File: src/rtl/mem_arb_pkg.sv
// Shared types and constants for the memory port arbiter.
package mem_arb_pkg;

    typedef enum logic [1:0] {
        IDLE = 2'd0,
        REQ  = 2'd1,
        RSP  = 2'd2
    } arb_state_e;

    typedef enum logic {
        OWN_I = 1'b0,
        OWN_D = 1'b1
    } owner_e;

    // Wide enough for any supported data width; sliced to DW/8 at the use site.
    localparam logic [127:0] BE_ALL = '1;

endpackage

File: src/rtl/mem_port_arbiter_if.sv
// Bundle of the fetch, load/store and memory-side handshakes around the arbiter.
// master: arbiter view. slave: requesters/memory view.
interface mem_port_arbiter_if #(
    parameter int unsigned AW = 32,
    parameter int unsigned DW = 32
);
    logic              i_req;
    logic [AW-1:0]     i_addr;
    logic              i_gnt;
    logic              i_rvalid;
    logic [DW-1:0]     i_rdata;

    logic              d_req;
    logic              d_we;
    logic [AW-1:0]     d_addr;
    logic [DW-1:0]     d_wdata;
    logic [DW/8-1:0]   d_be;
    logic              d_gnt;
    logic              d_rvalid;
    logic [DW-1:0]     d_rdata;

    logic              err;
    logic              busy;

    logic              m_req;
    logic              m_we;
    logic [AW-1:0]     m_addr;
    logic [DW-1:0]     m_wdata;
    logic [DW/8-1:0]   m_be;
    logic              m_gnt;
    logic              m_rvalid;
    logic [DW-1:0]     m_rdata;

    modport master (
        input  i_req, i_addr,
        output i_gnt, i_rvalid, i_rdata,
        input  d_req, d_we, d_addr, d_wdata, d_be,
        output d_gnt, d_rvalid, d_rdata,
        output err, busy,
        output m_req, m_we, m_addr, m_wdata, m_be,
        input  m_gnt, m_rvalid, m_rdata
    );

    modport slave (
        output i_req, i_addr,
        input  i_gnt, i_rvalid, i_rdata,
        output d_req, d_we, d_addr, d_wdata, d_be,
        input  d_gnt, d_rvalid, d_rdata,
        input  err, busy,
        input  m_req, m_we, m_addr, m_wdata, m_be,
        output m_gnt, m_rvalid, m_rdata
    );

endinterface

File: src/rtl/mem_rsp_wdt.sv
// Response watchdog: counts cycles while start is high, expire fires in the
// LIMIT-th counted cycle. Only instantiated when MEM_TIMEOUT_EN is defined.
module mem_rsp_wdt #(
    parameter int unsigned LIMIT = 255
) (
    input  logic clk,
    input  logic n_rst,
    input  logic clear,
    input  logic start,
    output logic expire
);
    localparam int unsigned CW = $clog2(LIMIT + 1);

    logic [CW-1:0] cnt_q;

    assign expire = start && (cnt_q == CW'(LIMIT - 1));

    // Cycle counter, restarted whenever a new response wait begins.
    always_ff @(posedge clk or negedge n_rst) begin
        if (!n_rst) begin
            cnt_q <= '0;
        end else if (clear) begin
            cnt_q <= '0;
        end else if (start && !expire) begin
            cnt_q <= cnt_q + 1'b1;
        end
    end

endmodule

File: src/rtl/mem_port_arbiter.sv
// Single-outstanding arbiter sharing one memory port between fetch (I) and
// load/store (D). D has priority, bounded by a streak counter so fetch cannot
// starve. Optional response watchdog enabled by the MEM_TIMEOUT_EN macro.
module mem_port_arbiter
    import mem_arb_pkg::*;
#(
    parameter int unsigned AW           = 32,
    parameter int unsigned DW           = 32,
    parameter int unsigned MAX_D_STREAK = 4,
    parameter int unsigned TIMEOUT_CYC  = 255
) (
    input  logic               clk,
    input  logic               n_rst,
    mem_port_arbiter_if.master bus
);
    localparam int unsigned BW = DW / 8;
    localparam int unsigned SW = $clog2(MAX_D_STREAK + 2);

    if (TIMEOUT_CYC == 0) begin : g_bad_timeout
        $error("TIMEOUT_CYC must be non-zero");
    end

    arb_state_e    state_q;
    owner_e        owner_q;
    logic [SW-1:0] streak_q;
    logic          m_req_q;
    logic          m_we_q;
    logic [AW-1:0] m_addr_q;
    logic [DW-1:0] m_wdata_q;
    logic [BW-1:0] m_be_q;
    logic          i_rvalid_q;
    logic          d_rvalid_q;
    logic [DW-1:0] i_rdata_q;
    logic [DW-1:0] d_rdata_q;
    logic          err_q;

    logic force_i;
    logic d_win;
    logic rsp_pending;
    logic wdt_expire;

    // Fetch is forced once D has won MAX_D_STREAK times in a row over a waiting fetch.
    assign force_i     = bus.i_req && (MAX_D_STREAK != 0) && (streak_q == SW'(MAX_D_STREAK));
    assign d_win       = bus.d_req && !force_i;
    // The response pulse is out this cycle; RSP just waits to return to IDLE.
    assign rsp_pending = i_rvalid_q || d_rvalid_q;

`ifdef MEM_TIMEOUT_EN
    mem_rsp_wdt #(
        .LIMIT (TIMEOUT_CYC)
    ) u_wdt (
        .clk    (clk),
        .n_rst  (n_rst),
        .clear  ((state_q == REQ) && bus.m_gnt),
        .start  ((state_q == RSP) && !rsp_pending),
        .expire (wdt_expire)
    );
`else
    assign wdt_expire = 1'b0;
`endif

    // Arbitration, payload capture, handshake FSM and registered responses.
    always_ff @(posedge clk or negedge n_rst) begin
        if (!n_rst) begin
            state_q    <= IDLE;
            owner_q    <= OWN_I;
            streak_q   <= '0;
            m_req_q    <= 1'b0;
            m_we_q     <= 1'b0;
            m_addr_q   <= '0;
            m_wdata_q  <= '0;
            m_be_q     <= '0;
            i_rvalid_q <= 1'b0;
            d_rvalid_q <= 1'b0;
            i_rdata_q  <= '0;
            d_rdata_q  <= '0;
            err_q      <= 1'b0;
        end else begin
            i_rvalid_q <= 1'b0;
            d_rvalid_q <= 1'b0;
            err_q      <= 1'b0;
            unique case (state_q)
                IDLE: begin
                    if (d_win) begin
                        owner_q   <= OWN_D;
                        m_req_q   <= 1'b1;
                        m_we_q    <= bus.d_we;
                        m_addr_q  <= bus.d_addr;
                        m_wdata_q <= bus.d_wdata;
                        m_be_q    <= bus.d_be;
                        state_q   <= REQ;
                        if (bus.i_req && (streak_q < SW'(MAX_D_STREAK))) begin
                            streak_q <= streak_q + 1'b1;
                        end
                    end else if (bus.i_req) begin
                        owner_q   <= OWN_I;
                        m_req_q   <= 1'b1;
                        m_we_q    <= 1'b0;
                        m_addr_q  <= bus.i_addr;
                        m_wdata_q <= '0;
                        m_be_q    <= BE_ALL[BW-1:0];
                        state_q   <= REQ;
                        streak_q  <= '0;
                    end
                end
                REQ: begin
                    if (bus.m_gnt) begin
                        m_req_q <= 1'b0;
                        state_q <= RSP;
                    end
                end
                RSP: begin
                    if (rsp_pending) begin
                        state_q <= IDLE;
                    end else if (bus.m_rvalid) begin
                        if (owner_q == OWN_I) begin
                            i_rvalid_q <= 1'b1;
                            i_rdata_q  <= bus.m_rdata;
                        end else begin
                            d_rvalid_q <= 1'b1;
                            d_rdata_q  <= m_we_q ? '0 : bus.m_rdata;
                        end
                    end else if (wdt_expire) begin
                        err_q <= 1'b1;
                        if (owner_q == OWN_I) begin
                            i_rvalid_q <= 1'b1;
                            i_rdata_q  <= '0;
                        end else begin
                            d_rvalid_q <= 1'b1;
                            d_rdata_q  <= '0;
                        end
                    end
                end
                default: state_q <= IDLE;
            endcase
        end
    end

    // Grants follow the memory accept in the same cycle.
    assign bus.i_gnt    = (state_q == REQ) && bus.m_gnt && (owner_q == OWN_I);
    assign bus.d_gnt    = (state_q == REQ) && bus.m_gnt && (owner_q == OWN_D);
    assign bus.i_rvalid = i_rvalid_q;
    assign bus.i_rdata  = i_rdata_q;
    assign bus.d_rvalid = d_rvalid_q;
    assign bus.d_rdata  = d_rdata_q;
    assign bus.err      = err_q;
    assign bus.busy     = (state_q != IDLE);
    assign bus.m_req    = m_req_q;
    assign bus.m_we     = m_we_q;
    assign bus.m_addr   = m_addr_q;
    assign bus.m_wdata  = m_wdata_q;
    assign bus.m_be     = m_be_q;

endmodule

File: src/flat_wrapper.sv
// flat-port wrapper written by rule: the top's interface ports become plain ports
module mem_port_arbiter_flat import mem_arb_pkg::*;
#(
    parameter int unsigned AW           = 32,
    parameter int unsigned DW           = 32,
    parameter int unsigned MAX_D_STREAK = 4,
    parameter int unsigned TIMEOUT_CYC  = 255
)
  (clk, n_rst, bus_i_req, bus_i_addr, bus_i_gnt, bus_i_rvalid, bus_i_rdata, bus_d_req, bus_d_we, bus_d_addr, bus_d_wdata, bus_d_be, bus_d_gnt, bus_d_rvalid, bus_d_rdata, bus_err, bus_busy, bus_m_req, bus_m_we, bus_m_addr, bus_m_wdata, bus_m_be, bus_m_gnt, bus_m_rvalid, bus_m_rdata);
  mem_port_arbiter_if #(.AW(AW), .DW(DW)) bus_i ();
  input  logic clk;
  input  logic n_rst;
  input wire logic [$bits(bus_i.i_req)-1:0] bus_i_req;
  input wire logic [$bits(bus_i.i_addr)-1:0] bus_i_addr;
  output wire logic [$bits(bus_i.i_gnt)-1:0] bus_i_gnt;
  output wire logic [$bits(bus_i.i_rvalid)-1:0] bus_i_rvalid;
  output wire logic [$bits(bus_i.i_rdata)-1:0] bus_i_rdata;
  input wire logic [$bits(bus_i.d_req)-1:0] bus_d_req;
  input wire logic [$bits(bus_i.d_we)-1:0] bus_d_we;
  input wire logic [$bits(bus_i.d_addr)-1:0] bus_d_addr;
  input wire logic [$bits(bus_i.d_wdata)-1:0] bus_d_wdata;
  input wire logic [$bits(bus_i.d_be)-1:0] bus_d_be;
  output wire logic [$bits(bus_i.d_gnt)-1:0] bus_d_gnt;
  output wire logic [$bits(bus_i.d_rvalid)-1:0] bus_d_rvalid;
  output wire logic [$bits(bus_i.d_rdata)-1:0] bus_d_rdata;
  output wire logic [$bits(bus_i.err)-1:0] bus_err;
  output wire logic [$bits(bus_i.busy)-1:0] bus_busy;
  output wire logic [$bits(bus_i.m_req)-1:0] bus_m_req;
  output wire logic [$bits(bus_i.m_we)-1:0] bus_m_we;
  output wire logic [$bits(bus_i.m_addr)-1:0] bus_m_addr;
  output wire logic [$bits(bus_i.m_wdata)-1:0] bus_m_wdata;
  output wire logic [$bits(bus_i.m_be)-1:0] bus_m_be;
  input wire logic [$bits(bus_i.m_gnt)-1:0] bus_m_gnt;
  input wire logic [$bits(bus_i.m_rvalid)-1:0] bus_m_rvalid;
  input wire logic [$bits(bus_i.m_rdata)-1:0] bus_m_rdata;
  assign bus_i.i_req = bus_i_req;
  assign bus_i.i_addr = bus_i_addr;
  assign bus_i_gnt = bus_i.i_gnt;
  assign bus_i_rvalid = bus_i.i_rvalid;
  assign bus_i_rdata = bus_i.i_rdata;
  assign bus_i.d_req = bus_d_req;
  assign bus_i.d_we = bus_d_we;
  assign bus_i.d_addr = bus_d_addr;
  assign bus_i.d_wdata = bus_d_wdata;
  assign bus_i.d_be = bus_d_be;
  assign bus_d_gnt = bus_i.d_gnt;
  assign bus_d_rvalid = bus_i.d_rvalid;
  assign bus_d_rdata = bus_i.d_rdata;
  assign bus_err = bus_i.err;
  assign bus_busy = bus_i.busy;
  assign bus_m_req = bus_i.m_req;
  assign bus_m_we = bus_i.m_we;
  assign bus_m_addr = bus_i.m_addr;
  assign bus_m_wdata = bus_i.m_wdata;
  assign bus_m_be = bus_i.m_be;
  assign bus_i.m_gnt = bus_m_gnt;
  assign bus_i.m_rvalid = bus_m_rvalid;
  assign bus_i.m_rdata = bus_m_rdata;
  mem_port_arbiter #(.AW(AW), .DW(DW), .MAX_D_STREAK(MAX_D_STREAK), .TIMEOUT_CYC(TIMEOUT_CYC)) u_core (.clk(clk), .n_rst(n_rst), .bus(bus_i));
endmodule
File: config.mk
export PLATFORM = sky130hd
export DESIGN_NAME = mem_port_arbiter_flat
export DESIGN_NICKNAME = d
export VERILOG_FILES = /design/src/rtl/mem_arb_pkg.sv /design/src/rtl/mem_port_arbiter_if.sv /design/src/rtl/mem_rsp_wdt.sv /design/src/rtl/mem_port_arbiter.sv /design/src/flat_wrapper.sv
export SDC_FILE = /design/constraint.sdc
export NUM_CORES = 1
export LEC_CHECK = 0
export ABC_AREA = 1
export CAP_MARGIN = 20
export CORE_AREA = 8 8 127 129
export DETAILED_ROUTE_END_ITERATION = 8
export DIE_AREA = 0 0 135 137
export GPL_TIMING_DRIVEN = 0
export PLACE_DENSITY = 0.84
export SKIP_LAST_GASP = 1
export SLEW_MARGIN = 0
export SYNTH_ARGS = -nofsm -noshare
export SYNTH_HDL_FRONTEND = slang
export SYNTH_SLANG_ARGS = --single-unit
File: constraint.sdc
create_clock -name clk -period 2.6 [get_ports clk]
set_input_delay 0.52 -clock clk [delete_from_list [all_inputs] [get_ports clk]]
set_output_delay 0.52 -clock clk [all_outputs]
set_load 0.02 [all_outputs]
# After elaboration in Yosys (flattened, before gate mapping)
# Index checks and enable logic that the tools add are counted.
[op_classes]
add_sub_neg = 1
magnitude_cmp = 1
eq_ne = 7
n_mux = 30
bitwise_logic = 2
n_reduce_logical = 18
[op_table]
columns = ["cell", "count"]
rows = [
  ["$mux 32", 5],
  ["$mux 1", 14],
  ["$mux 3", 3],
  ["$reduce_and 3->1", 3],
  ["$mux 2", 4],
  ["$mux 4", 2],
  ["$reduce_and 4->1", 2],
  ["$logic_and 1x1->1", 6],
  ["$pmux 2 s3", 1],
  ["$reduce_bool 2->1", 3],
  ["$ne 2x2->1 const B", 2],
  ["$add 3x1->3 const B", 1],
  ["$eq 3x3->1 const B", 1],
  ["$lt 3x3->1 const B", 1],
  ["$ne 3x2->1 const B", 1],
  ["$eq 2x1->1 const B", 1],
  ["$eq 2x2->1 const B", 1],
  ["$logic_not 2->1", 1],
  ["$ne 2x1->1 const B", 1],
  ["$not 1->1", 2],
  ["$pmux 1 s2", 1],
  ["$reduce_and 2->1", 1],
  ["$logic_not 1->1", 1],
  ["$logic_or 1x1->1", 1],
]
[totals]
regBits = 142
output_inout_bits = 140

# Longest topological paths before layout
# Gate-level depths: netlist (run 1).
[depth]
word_depth = 6
depth_mapped = 8
ltp_nobuf = 7

# Worst setup path before layout (run 1)
# OpenSTA, ideal clock, no wires.
[synth_path]
path_type = "input-to-output"
from = "input bus_m_gnt"
to = "output bus_d_gnt"
t_arrival_ns = 0.939
t_required_ns = 2.080
path_slack_ns = 1.141
cell_stages = 2
n_path_buf = 0
path_cell_list = "nand3_1 nor2_1"
[synth_between]
elab_chain_cells = 2
[synth_rtl]
columns = ["item", "line_no", "text"]
rows = [
  ["from (decl)", "flat_wrapper.sv:33", "input wire logic [$bits(bus_i.m_gnt)-1:0] bus_m_gnt;"],
  ["$logic_and 1x1->1 (2 in a row)", "mem_port_arbiter.sv:141", "assign bus.d_gnt = (state_q == REQ) && bus.m_gnt && (owner_q == OWN_D);"],
  ["to (decl)", "flat_wrapper.sv:23", "output wire logic [$bits(bus_i.d_gnt)-1:0] bus_d_gnt;"],
]
# No other way between the ends.

# Final worst setup path (run 1)
[layout_path]
from = "input bus_m_gnt"
to = "output bus_i_gnt"
[layout_between]
elab_chain_cells = 2
[layout_rtl]
columns = ["item", "line_no", "text"]
rows = [
  ["$logic_and 1x1->1 (2 in a row)", "mem_port_arbiter.sv:140", "assign bus.i_gnt = (state_q == REQ) && bus.m_gnt && (owner_q == OWN_I);"],
  ["to (decl)", "flat_wrapper.sv:15", "output wire logic [$bits(bus_i.i_gnt)-1:0] bus_i_gnt;"],
]
# No other way between the ends.

==> flow_summary.yaml, run 1 <==
sta:
  period_needed_ps: 2540
  final-max-slew-violation-count: 0
  worstMarginPinSlew_ps: 815
  fmax_mhz: 394
  finClkSkew_ps: 12.5
  final.period_utilization_pct: 97.5
  finalSetupTns_ps: 0
  rsz0062_at_grt: "no"
  slew_headroom_pct: 45.6
  hold_viol_final: 0
  setup_viol: 0
outcome:
  outcome: "finished, final reports clean"
finish:
  drive_gt1_share_pct: 6.72
  fin_util_pct: 68.9
  fill_cells: 1152
  seq_area_sq_um: 3550
  nets: 1200
  multi_input_comb_area_sq_um: 2080
  diodes: 0
  layout_common_cells: "370 x nand2_1, 275 x clkdlybuf4s50_1, 142 x dfrtp_1"
  final_common_cell: "nand2_1"
  area_delta_synth_final_pct: 58.4
critical_path:
  worstPathArrival_ps: 2020
  reg2reg_depth: 8
  r2r_start: "u_core.streak_q[0]$_DFFE_PN0P_"
  crit_fanout: 4
  reg2reg_slack_ps: 940
  r2r_end: "u_core.bus.m_addr[16]$_DFFE_PN0P_"
  crit_type: "input port to output port"
  worstPathRequired_ps: 2080
  endpoint_kind: "output port"
  worstSetupStartpointType: "input port"
route:
  drtIter0Drc: 424
  ant_nets: 0
  drc: 0
  vias: 5981
  wl_um: 20300
  wl_per_cell_um: 16.1
  vias_per_cell: 4.76
  first_pass_iters: 5
logic_synthesis:
  synth_top_family_by_area: "simple AND/OR/NAND/NOR gates"
  synth_area_per_cell_sq_um: 8.10
  synthMuxAreaShare_pct: 0
  synthAdderAreaFrac_pct: 0.405
  ys_ff_latch: 142
  synth_compound_area_share_pct: 2.89
  synth_fp_nets: 904
  yosys.area.top_type: "dfrtp_1"
  ys_types: 24
  synth_top_area_share_pct: 57.5
  synth_xor_area_share_pct: 0.142
  seq_area_frac_synth_pct: 57.5
  syn_inst: 763
  synthTopCellsByArea: "dfrtp_1 57%, nand2_1 22%, nand3_1 5.4%"
  synth-simple-area-share_pct: 30.2
  yosys_warnings: 0
  synth.cell_area_sq_um: 6180
global_routing:
  grt_max_degree: 89
  grt_pass1_wl_um: 31400
  grt_overflow: 0
  antenna_found_initial: 0
  first_global_vias: 6067
  track_usage_pct: 22.0
place:
  routabilityCongestion: 0.852
  post-dp-hpwl_um: 15700
  io_buffers: 276
cts:
  post_cts_buffers: 0
  cts_inserted_buffers: 17
  cts_root_buf: "clkbuf_16"
  htreeDepth: 4
  hold_buffers: 0
  cts_tree: "built"
  clkTransAtPathRegs_ps: 60
  clock-sinks: 142
  cts_resized: 0
  cts_max_path_buffers: 2
  insertion_delay_ps: 420
die:
  die_h_um: 137
  start_util_pct: 43.5
  fp.coreArea_sq_um: 14200
  fp.dieW_um: 135
  die-area_sq_um: 18500
  fp-row-count: 44
  io_pins: 279
power:
  leakage_nw: 4.97
  ir_drop_v: 0.000602
  finalPower_mw: 12.2
  powerDensity_nw_per_um2: 1240
hold_path:
  hold_path.class: "input port to async pin"
flow_run:
  cap_violations: 0
critical path, cell delays in order:
cell             delay, ps
clkdlybuf4s50_1        480
nand3_1                160
nor2_1                 200
clkdlybuf4s50_1        650
Yosys cell counts:
cell type	number
nor2_1	17
ha_1	2
buf_2	10
inv_2	3
o22ai_1	1
buf_4	13
conb_1	1
nor2_4	1
o31ai_1	1
o21ai_1	10
dfrtp_1	142
xor2_1	1
nand2_1	370
clkbuf_2	1
nand3_2	3
o21ai_0	23
nand2_2	1
buf_6	5
nand3_1	67
nor2_2	2
clkbuf_1	12
inv_1	74
nand4_1	2
nor3b_1	1
worst max path at each step:
stage | endpoint | from | slack (ps)
floorplan | bus_d_gnt | bus_m_gnt | 1140
global placement | u_core.bus.m_wdata[5]$_DFFE_PN0P_ | n_rst | -4710
detailed placement | bus_i_gnt | bus_m_gnt | 70
CTS | bus_i_gnt | bus_m_gnt | 70
global route | bus_i_gnt | bus_m_gnt | 10
finish | bus_i_gnt | bus_m_gnt | 60
layout make-up:
class                   count  area share (%)
repair buffers            277            28.5
well taps                 184            2.35
flip-flops and latches    142            36.3
multi-input cells         503            21.3
clock buffers              20            4.66
clock inverters            12            1.35
plain buffers              41            2.59
inverters                  77            2.95
registers in the layout, summed over array words and instances, names as in the netlist, 2 cells and up:
| register | count |
|---|---|
| u_core.bus.d_rdata | 32 |
| u_core.bus.m_addr | 32 |
| u_core.bus.i_rdata | 32 |
| u_core.bus.m_be | 4 |
| u_core.bus.m_wdata | 32 |
| u_core.streak_q | 3 |
| u_core.state_q | 2 |
per-stage QoR:
| stage | instance area [sq um] | setup WS, ps | hold slack (ps) | cells |
|---|---|---|---|---|
| 2_1_floorplan | 6180 | 1140 | 224 | 763 |
| 3_5_place_dp | 9200 | 69.4 | 458 | 1224 |
| 3_3_place_gp | 9170 | -4710 | 452 | 1223 |
| 4_1_cts | 9790 | 66.5 | 199 | 1256 |
| 6_report | 9790 | 64.8 | 159 | 1256 |
| 5_1_grt | 9790 | 9.93 | 235 | 1256 |
routing by layer:
| metal | vias up | wire, um | GRT usage (%) |
|---|---|---|---|
| met5 | - | 0 | 0 |
| met4 | 0 | 522 | 8.95 |
| met3 | 38 | 1950 | 7.89 |
| met2 | 241 | 9890 | 37.2 |
| met1 | 2796 | 7910 | 24.9 |
| li1 | 2906 | - | - |
power by group:
group | internal [mW] | switching (mW)
combinational | 2.62 | 3.26
clock | 1.47 | 0.960
sequential | 3.25 | 0.604
cells by family after synthesis:
family	count (synthesis)
DFF	142
adders and majority gates	2
other	1
AOI/OAI and AO/OA	35
xor gates and xnor gates	1
and+or+nand+nor	464
buffers and inverters	118
No activity file was read; power rests on OpenSTA's default activity.
==> run 2, diff against run 1 <==
--- a/config.mk
+++ b/config.mk
@@ -11,9 +11,10 @@
 export DETAILED_ROUTE_END_ITERATION = 8
 export DIE_AREA = 0 0 135 137
 export GPL_TIMING_DRIVEN = 0
-export PLACE_DENSITY = 0.84
+export PLACE_DENSITY = 0.85
 export SKIP_LAST_GASP = 1
 export SLEW_MARGIN = 0
 export SYNTH_ARGS = -nofsm -noshare
 export SYNTH_HDL_FRONTEND = slang
+export SYNTH_HIERARCHICAL = 1
 export SYNTH_SLANG_ARGS = --single-unit
==> run 2 against run 1 <==
  * First-iteration DRC count is 6.4% lower
  * Critical path depth unchanged
  * Sequential power about the same
  * Wire length decreased by 0.69%
  * Clock skew decreased by 8.0 ps
  * Die area unchanged
  * Critical endpoint is now bus_d_gnt
  * Largest power group unchanged
==> flow_summary.yaml, run 2 <==
place:
  place_ws_ps: 131
  dp.cells: 1231
  routabilityCongestion: 0.827
  io_buffers: 276
  dpl_cell_area_sq_um: 9260
  post-dp-hpwl_um: 15300
die:
  fp.coreArea_sq_um: 14200
  io_pins: 279
  fp-row-count: 44
  start_util_pct: 43.9
  die_h_um: 137
  fp.dieW_um: 135
  die-area_sq_um: 18500
finish:
  seq_area_sq_um: 3550
  multi_input_comb_area_sq_um: 2100
  finalNonFillerCells: 1263
  fin_util_pct: 69.6
  drive_gt1_share_pct: 6.77
  nets: 1207
  final_common_cell: "nand2_1"
  layout_common_cells: "348 x nand2_1, 275 x clkdlybuf4s50_1, 142 x dfrtp_1"
  fill_cells: 1103
  diodes: 0
  fin_area_sq_um: 9890
  area_delta_synth_final_pct: 58.6
flow_run:
  cap_violations: 0
cts:
  cts_resized: 0
  cts_max_path_buffers: 2
  post_cts_buffers: 0
  hold_buffers: 0
  htreeDepth: 4
  cts_tree: "built"
  insertion_delay_ps: 420
  cts_root_buf: "clkbuf_16"
  clock-sinks: 142
  clkTransAtPathRegs_ps: 60
  cts_inserted_buffers: 17
sta:
  period_needed_ps: 2470
  hold_ws_ps: 108
  finClkSkew_ps: 4.48
  final-max-slew-violation-count: 0
  fmax_mhz: 405
  fin_ws_ps: 131
  slew_headroom_pct: 52.2
  rsz0062_at_grt: "no"
  setup_viol: 0
  finalSetupTns_ps: 0
  final.period_utilization_pct: 95.0
  worstMarginPinSlew_ps: 717
  hold_viol_final: 0
critical_path:
  worstPathRequired_ps: 2080
  crit_type: "input port to output port"
  worstPathArrival_ps: 1950
  cp-startpoint: "bus_m_gnt"
  r2r_start: "u_core/streak_q[0]$_DFFE_PN0P_"
  crit_fanout: 4
  worstSetupStartpointType: "input port"
  endpoint_kind: "output port"
logic_synthesis:
  async_flop_share_pct: 100
  synth_fp_nets: 911
  synthTopCellsByArea: "dfrtp_1 57%, nand2_1 21%, nand3_1 8.0%"
  ys_ff_latch: 142
  synth_top_area_share_pct: 57.0
  synth_area_per_cell_sq_um: 8.10
  syn_inst: 770
  synth.cell_area_sq_um: 6240
  seq_area_frac_synth_pct: 57.0
  synth_edf_count: 0
  ys_types: 19
  synth_common_cells: "348 x nand2_1, 142 x dfrtp_1, 100 x nand3_1, 78 x inv_1, 40 x o21ai_0"
  synth_most_common_cell: "nand2_1"
  synth_ff_type: "dfrtp_1"
  yosys.area.top_type: "dfrtp_1"
  yosys_warnings: 6
power:
  leakage_nw: 5.05
  powerDensity_nw_per_um2: 1260
  ir_drop_v: 0.000486
  finalPower_mw: 12.5
global_routing:
  first_global_vias: 6279
  grt_overflow: 0
  use_met2_pct: 36.5
  track_usage_pct: 21.8
  gr-usage-met1_pct: 23.7
  grt_max_degree: 79
  antenna_found_initial: 0
  grt_pass1_wl_um: 31500
  use_met3_pct: 7.86
  grt_busiest_layer: "met2"
route:
  ant_nets: 0
  vias: 6097
  vias_per_cell: 4.83
  drtIter0Drc: 397
  drc: 0
  wl_um: 20100
  wl_per_cell_um: 15.9
  first_pass_iters: 5
hold_path:
  hold_path.class: "input port to async pin"
outcome:
  outcome: "finished, final reports clean"
## run 2: area by class of cell
cell class	instances	share of cell area (%)
clock inverters	10	1.61
inverters	80	3.04
repair buffers	277	28.2
flip-flops and latches	142	35.9
well taps	184	2.33
multi-input cells	503	21.3
clock buffers	22	4.79
plain buffers	45	2.83
## run 2: where the power goes
part / switching (mW) / internal (mW)
Combinational: 3.37 / 2.66
Clock: 0.890 / 1.68
Sequential: 0.594 / 3.27
Total: 4.86 / 7.61
## run 2: cell families (layout without fill, tap and decap cells)
family          count (synthesis)  count (layout)  share of synthesized area (%)
buf+inv                       125             434                           9.31
flops                         142             142                           57.0
other cells                     1               1                         0.0601
simple gates                  458             458                           29.8
fa+ha+maj                       2               2                          0.401
compound gates                 42              42                           3.47
## run 2: worst paths after layout
path	to	slack, ps	cells past startpoint
worst max-delay path	bus_d_gnt	130	4
worst min-delay path	u_core/bus.i_rdata[19]$_DFFE_PN0P_	110	1
worst max register to register	u_core/bus.m_wdata[25]$_DFFE_PN0P_	840	8
worst min register to register	u_core/bus.i_rdata[11]$_DFFE_PN0P_	470	2
max in group asynchronous	u_core/bus.m_addr[16]$_DFFE_PN0P_	1740	2
min in group clk	u_core/bus.i_rdata[11]$_DFFE_PN0P_	470	2
## run 2: critical path: stages
cell,delay (ps)
clkdlybuf4s50_1,500
nand3_1,160
nor2_1,120
clkdlybuf4s50_1,650
## run 2: per-layer routing
metal  routed length (um)  share of wire, %  vias to the layer above
met3                 1690               8.4                       58
li1                     -                 -                     2959
met4                  814               4.0                        0
met1                 7580                38                     2821
met5                    0                 0                        -
met2                10100                50                      259
==> run 3, diff against run 2 <==
--- a/config.mk
+++ b/config.mk
@@ -13,7 +13,6 @@
 export GPL_TIMING_DRIVEN = 0
 export PLACE_DENSITY = 0.85
 export SKIP_LAST_GASP = 1
-export SLEW_MARGIN = 0
 export SYNTH_ARGS = -nofsm -noshare
 export SYNTH_HDL_FRONTEND = slang
 export SYNTH_HIERARCHICAL = 1
==> results of run 3 <==
Final layout, timing and power as in run 2 (identical DEF).
